$ cat src/rtl/axis_packet_sink.sv
// AXI4-Stream slave sink: programmable backpressure, packet framing, running
// statistics, per-packet length/tuser capture and sticky protocol-error flags.
module axis_packet_sink #(
  parameter int MAX_PKT_BYTES = 9216,
  parameter int CNT_W         = 32
) (
  input  logic             aclk,
  input  logic             aresetn,
  input  logic             s_axis_tvalid,
  output logic             s_axis_tready,
  input  logic [511:0]     s_axis_tdata,
  input  logic [63:0]      s_axis_tkeep,
  input  logic             s_axis_tlast,
  input  logic [63:0]      s_axis_tuser,
  input  logic [3:0]       throttle,
  input  logic             clr_stats,
  output logic [CNT_W-1:0] pkt_count,
  output logic [CNT_W-1:0] beat_count,
  output logic [47:0]      byte_count,
  output logic [15:0]      last_pkt_len,
  output logic [63:0]      last_pkt_user,
  output logic             pkt_done,
  output logic             in_packet,
  output logic             err_keep,
  output logic             err_len,
  output logic             err_user
);

  typedef enum logic {IDLE, IN_PKT} state_e;

  state_e           state_q;
  logic [3:0]       ctr_q;
  logic             tready_q;
  logic [15:0]      cur_len_q;
  logic [63:0]      first_user_q;
  logic [CNT_W-1:0] pkt_count_q, beat_count_q;
  logic [47:0]      byte_count_q;
  logic [15:0]      last_len_q;
  logic [63:0]      last_user_q;
  logic             pkt_done_q;
  logic             err_keep_q, err_len_q, err_user_q;

  logic        accept;
  logic [6:0]  pop_d;
  logic [16:0] len_sum;
  logic [15:0] len_d;
  logic        keep_bad, len_bad, user_bad;

  // Payload is never inspected; reducing it keeps the port visibly consumed.
  logic unused_tdata;
  assign unused_tdata = ^s_axis_tdata;

  assign accept = s_axis_tvalid & tready_q;

  // NOTE: every variable written in always_comb gets a default first, so no latch is inferred.
  always_comb begin
    pop_d = '0;
    for (int i = 0; i < 64; i++) pop_d = pop_d + 7'(s_axis_tkeep[i]);
  end

  // A first beat starts the length from zero; the sum saturates at 16 bits.
  assign len_sum  = {1'b0, (state_q == IN_PKT) ? cur_len_q : 16'd0} + 17'(pop_d);
  assign len_d    = len_sum[16] ? 16'hFFFF : len_sum[15:0];
  assign len_bad  = len_sum > 17'(MAX_PKT_BYTES);
  assign keep_bad = (s_axis_tkeep == '0)
                  || ((s_axis_tkeep & (s_axis_tkeep + 64'd1)) != '0)
                  || (!s_axis_tlast && (s_axis_tkeep != '1));
  assign user_bad = (state_q == IN_PKT) && (s_axis_tuser != first_user_q);

  // NOTE: sequential state uses non-blocking assignments so all registers update together.
  always_ff @(posedge aclk or negedge aresetn) begin
    if (!aresetn) begin
      state_q      <= IDLE;
      ctr_q        <= '0;
      tready_q     <= 1'b0;
      cur_len_q    <= '0;
      first_user_q <= '0;
      pkt_count_q  <= '0;
      beat_count_q <= '0;
      byte_count_q <= '0;
      last_len_q   <= '0;
      last_user_q  <= '0;
      pkt_done_q   <= 1'b0;
      err_keep_q   <= 1'b0;
      err_len_q    <= 1'b0;
      err_user_q   <= 1'b0;
    end else begin
      ctr_q      <= ctr_q + 4'd1;
      tready_q   <= (ctr_q >= throttle);
      pkt_done_q <= accept & s_axis_tlast;

      if (accept) begin
        cur_len_q <= len_d;
        if (state_q == IDLE) first_user_q <= s_axis_tuser;
        state_q <= s_axis_tlast ? IDLE : IN_PKT;
        if (s_axis_tlast) begin
          last_len_q  <= len_d;
          last_user_q <= (state_q == IDLE) ? s_axis_tuser : first_user_q;
        end
      end

      // Clearing wins over a beat accepted in the same cycle.
      if (clr_stats) begin
        pkt_count_q  <= '0;
        beat_count_q <= '0;
        byte_count_q <= '0;
        err_keep_q   <= 1'b0;
        err_len_q    <= 1'b0;
        err_user_q   <= 1'b0;
      end else if (accept) begin
        beat_count_q <= beat_count_q + CNT_W'(1);
        byte_count_q <= byte_count_q + 48'(pop_d);
        if (s_axis_tlast) pkt_count_q <= pkt_count_q + CNT_W'(1);
        err_keep_q <= err_keep_q | keep_bad;
        err_len_q  <= err_len_q  | len_bad;
        err_user_q <= err_user_q | user_bad;
      end
    end
  end

  assign s_axis_tready = tready_q;
  assign pkt_count     = pkt_count_q;
  assign beat_count    = beat_count_q;
  assign byte_count    = byte_count_q;
  assign last_pkt_len  = last_len_q;
  assign last_pkt_user = last_user_q;
  assign pkt_done      = pkt_done_q;
  assign in_packet     = (state_q == IN_PKT);
  assign err_keep      = err_keep_q;
  assign err_len       = err_len_q;
  assign err_user      = err_user_q;

endmodule

$ cat config.mk
export PLATFORM = sky130hd
export DESIGN_NAME = axis_packet_sink
export DESIGN_NICKNAME = d
export VERILOG_FILES = /design/src/rtl/axis_packet_sink.sv
export SDC_FILE = /design/constraint.sdc
export NUM_CORES = 1
export LEC_CHECK = 0
export CAP_MARGIN = 5
export CORE_AREA = 2 2 325 327
export DETAILED_ROUTE_END_ITERATION = 7
export DIE_AREA = 0 0 327 329
export GPL_ROUTABILITY_DRIVEN = 0
export HOLD_SLACK_MARGIN = 0.02
export SYNTH_ARGS = -nofsm -noshare
export SYNTH_HDL_FRONTEND = slang
export SYNTH_SLANG_ARGS = --single-unit
$ cat constraint.sdc
create_clock -name aclk -period 7.45 [get_ports aclk]
set_input_delay 1.49 -clock aclk [delete_from_list [all_inputs] [get_ports aclk]]
set_output_delay 1.49 -clock aclk [all_outputs]
set_load 0.03 [all_outputs]
# Yosys cells after proc, flatten, opt, wreduce, memory -nomap -nowiden
# Cells that the tools add are included.
# W data, S select, Z words.
# word_totals
input_bits,649
register_bits,282
# op_classes
eq_ne,2
reduce_logical,11
n_mux,17
order_cmp,2
n_addsub,69
bitwise_logic,6
# op_table
cell,count
$add A7 B1 Y7,57
$mux W32,5
$mux W48,2
$add A32 B1 Y32 const B,2
$add A64 B1 Y64 const B,1
$and A64 B64 Y64,1
$logic_not A64 Y1,1
$mux W64,1
$ne A64 B64 Y1,1
$ne A64 B64 Y1 const B,1
$reduce_bool A64 Y1,1
$add A48 B7 Y48,1
$mux W16,2
$add A16 B7 Y17,1
$gt A17 B14 Y1 const B,1
$add A6 B1 Y7,1
$mux W1,7
$add A5 B1 Y6,1
$add A4 B1 Y5,1
$add A3 B1 Y4,1
$add A4 B1 Y4 const B,1
$ge A4 B4 Y1,1
$reduce_and A2 Y1,2
$reduce_bool A2 Y1,2
7 further kinds,12

# Logic depth before layout (Yosys ltp)
# logic_depth
depth_word,68
depth_mapped,30
ltp_nobuf,28

# Worst setup path before layout
# No wires, ideal clock.
# synth_path
kind,input to register
startpoint,input port s_axis_tkeep[35]
endpoint,register err_len_q (netlist: err_len)
path_slack_ns,-1.524
stages,28
arrival_time_ns,8.843
path_cell_list,inv_1 > fa_1 > inv_1 > fa_1 > fa_1 > inv_1 > fa_1 > inv_1 > fa_1 > fa_1 > fa_1 > inv_1 > fa_1 > inv_1 > ha_1 > a21o_1 > a21oi_1 > xnor2_1 > ha_1 > o21ai_0 > o21bai_1 > nand3_1 > a311oi_2 > a2111oi_4 > or3_1 > a2111o_1 > a211oi_2 > o211ai_1
# synth_via
elab_chain_len,34
# synth_lines
item,line,rtl
"start, declared",12,"input logic [63:0] s_axis_tkeep,"
$add A7 B1 Y7 (29 in series),58,for (int i = 0; i < 64; i++) pop_d = pop_d + 7'(s_axis_tkeep[i]);
$add A16 B7 Y17,62,"assign len_sum = {1'b0, (state_q == IN_PKT) ? cur_len_q : 16'd0} + 17'(pop_d);"
$gt A17 B14 Y1,64,assign len_bad = len_sum > 17'(MAX_PKT_BYTES);
$or A1 B1 Y1,115,err_len_q <= err_len_q | len_bad;
$mux W1,110,end else if (accept) begin
$mux W1,103,if (clr_stats) begin
"end signal, assigned",115,
"end, declared",41,"logic err_keep_q, err_len_q, err_user_q;"
# Every way passes these cells. The select of a mux whose other input is x is not followed.
# A chain may end at the register's enable or synchronous reset.

# Final worst setup path
# layout_path
startpoint,input port s_axis_tkeep[31]
endpoint,register cur_len_q[13]
# layout_via
elab_chain_len,35
# layout_lines
item,line,rtl
$add A7 B1 Y7 (33 in series),58,
$add A16 B7 Y17,62,
$mux W16,63,assign len_d = len_sum[16] ? 16'hFFFF : len_sum[15:0];
"end signal, assigned",93,cur_len_q <= len_d;
"end, declared",34,logic [15:0] cur_len_q;
# Every way passes these cells.

==> out/metrics.cfg <==
[timing]
slew_headroom=0.1978
hold_violations=0
whs_ns=0.4742
fmax_ghz=0.1203
timing.final.crit_share=1.116
min_period_ns=8.315
layout_setup_ws_ns=-0.8647
worst_pin_slew_ns=1.200
final_max_slew_viol_count=0
setup_viol_count_final=76
rsz0062_at_grt=true
setup_tns_ns=-50.95
skew_ns=0.02209

[synth]
syn_nets=2458
yosysWarnings=0
avgSynthCellArea_um2=9.704
synthTopCellsByCount=dfrtp_1, nor2_1, nand2_1
yosysTopAreaCellShare=0.4233
synth-main-ff-cell=dfrtp_1
synth_seq_area_share=0.4233
synth-edff-count=0
ys_ff_latch=282
synthCells=1718
ys_types=68
synthTopCellsByArea=dfrtp_1, fa_1, xnor2_1, nor2_1, mux2_2
synth_area_um2=16670
synth_top_cell_by_area=dfrtp_1
synth_async_sr_flop_share=1.000
synthMostInstantiatedCell=dfrtp_1

[route]
via_per_inst=3.970
dr.pass1.iters=5
ant_nets=0
wl_per_cell_um=17.02
drc=0
vias=14311
drt_iter0_drc=936
drt-total-wl_mm=61.35

[min_path]
worstHoldStart=cur_len_q[1]
holdPathStages=2
min_path_type=reg2reg

[grt]
antenna_found_initial=10
grt_pass1_vias=14498
grt_overflow=0
grt_usage=0.1117
grt_pass1_wl_mm=92.19
grt_max_degree=146

[critical_path]
reg2regPathDepth=14
criticalPathCategory=in2reg
r2r-start=in_packet
endpoint_kind=register
worstPathArrival_ns=8.75
start_kind=input pin
crit_path_start=s_axis_tkeep[31]
crit_fanout=3
r2r_slack_ns=3.88
cp.required_ns=7.89

[clocking]
cts.clk_slew.worst_paths_ns=0.06
clkLatencyLatePin_ns=0.56
ctsHoldBuffers=0
ctsLongestPathBuffers=3
cts_tree=done
cts_max_level=2
root_buffer=clkbuf_16
clock_sinks=282
cts_buffers=37

[run_status]
violations=negative setup slack
outcome=complete, but fails checks

[placement]
dp_hpwl_mm=46.93
dpl_cell_area_um2=22790
dp_cells=3514
portBuffers=334

[run]
maxCapViolations=0

[floorplan]
dieArea_um2=107600
die_h_um=329
core_um2=104400
initial_core_util=0.1597
io_pins=847
die_w_um=327
rows=119

[layout]
fill_cells=11246
design_area_um2=24800
layout-drive-gt1-share=0.2111
syn2layout_area_growth_pct=48.76
final_cells=3605
finalNetCount=2925

## per-layer routing
metal | routed length (µm) | global-route usage | share of wire | up-vias
met5 | 97 | 0 | 0.0016 | -
met4 | 1139 | 0.02333 | 0.019 | 14
met3 | 5788 | 0.04498 | 0.094 | 90
met2 | 29690 | 0.1904 | 0.48 | 435
met1 | 24640 | 0.1320 | 0.40 | 6926
li1 | - | - | - | 6846
## cells by family after synthesis
family	count (synthesis)	share of synthesized area
flip-flops	282	0.4233
AND/OR/NAND/NOR	605	0.1743
XOR/XNOR	166	0.08721
AO/OA/AOI/OAI	256	0.09292
adder cells (fa/ha/maj)	94	0.09532
buffers and inverters	181	0.04143
multiplexers	134	0.08556
## through the flow
stage / utilization / setup WS [ns]
global placement: 0.2183 / -1.875
floorplan: - / -1.133
CTS: 0.2335 / -1.008
detailed placement: 0.2183 / -1.928
finish: 0.2376 / -0.8647
global route: 0.2376 / -1.028
## critical path: stages
cell       delay (ns)
buf_4            0.13
fa_1             0.55
inv_2            0.05
fa_2             0.57
fa_2             0.46
fa_1             0.56
fa_1             0.43
fa_1             0.53
fa_1             0.43
fa_1             0.51
inv_2            0.05
ha_4             0.16
fa_2             0.60
ha_4             0.23
a211oi_2         0.24
o21bai_2         0.12
a2bb2oi_4        0.19
buf_6            0.13
nor3_4           0.04
a2111oi_4        0.37
buf_4            0.20
and2b_1          0.22
buf_4            0.14
buf_6            0.11
mux2i_1          0.14
o211ai_1         0.11
## path summary, 6_finish.rpt
kind / to
max: cur_len_q[13]
min: cur_len_q[1]
max reg2reg: cur_len_q[13]
min reg2reg: cur_len_q[1]
max in group asynchronous: beat_count[25]
min in group asynchronous: last_pkt_user[1]
## cell usage in the layout (no fill, tap or decap), drive strengths merged, types with 4 or more instances in the layout
| cell | instances |
|---|---|
| a2111oi | 6 |
| a211oi | 9 |
| a21o | 7 |
| a21oi | 119 |
| a22oi | 4 |
| a31oi | 8 |
| and2 | 10 |
| and3 | 19 |
| and4 | 11 |
| buf | 177 |
| bufinv | 5 |
| clkbuf | 64 |
| clkdlybuf4s50 | 299 |
| clkinv | 8 |
| dfrtp | 282 |
| fa | 56 |
| ha | 35 |
| inv | 119 |
| mux2 | 68 |
| mux2i | 66 |
| nand2 | 132 |
| nand2b | 10 |
| nand3 | 57 |
| nand4 | 61 |
| nor2 | 207 |
| nor2b | 10 |
| nor3 | 22 |
| nor3b | 5 |
| nor4 | 32 |
| o211ai | 4 |
| o21ai | 73 |
| o21bai | 4 |
| or3 | 16 |
| or4 | 5 |
| xnor2 | 109 |
| xor2 | 57 |
## registers in the layout, summed over array words and instances, names as in the netlist
signal / cells
err_len: 1
last_pkt_user: 64
in_packet: 1
last_pkt_len: 16
cur_len_q: 16
s_axis_tready: 1
err_keep: 1
byte_count: 48
pkt_count: 32
first_user_q: 64
pkt_done: 1
err_user: 1
beat_count: 32
ctr_q: 4
## timing repair
action,CTS,global route
gates cloned,1,1
pin swaps,66,74
endpoints found under the setup margin,79,79
resized for setup,153,155
buffers inserted,9,17
## cell type report
type / instances / area (µm²) / area share
Sequential cell: 282 / 7061 / 0.2847
Antenna cell: 2 / 5.005 / 0.0002018
Multi-Input combinational cell: 1255 / 9653 / 0.3892
Tap cell: 1391 / 1740 / 0.07018
Clock inverter: 18 / 259.0 / 0.01044
Timing Repair Buffer: 492 / 4592 / 0.1852
Inverter: 117 / 451.7 / 0.01821
Clock buffer: 48 / 1039 / 0.04188
Power is left out: the tool's default activity adds up to more than one toggle a clock period on the data nets, which glitch-free logic cannot reach.
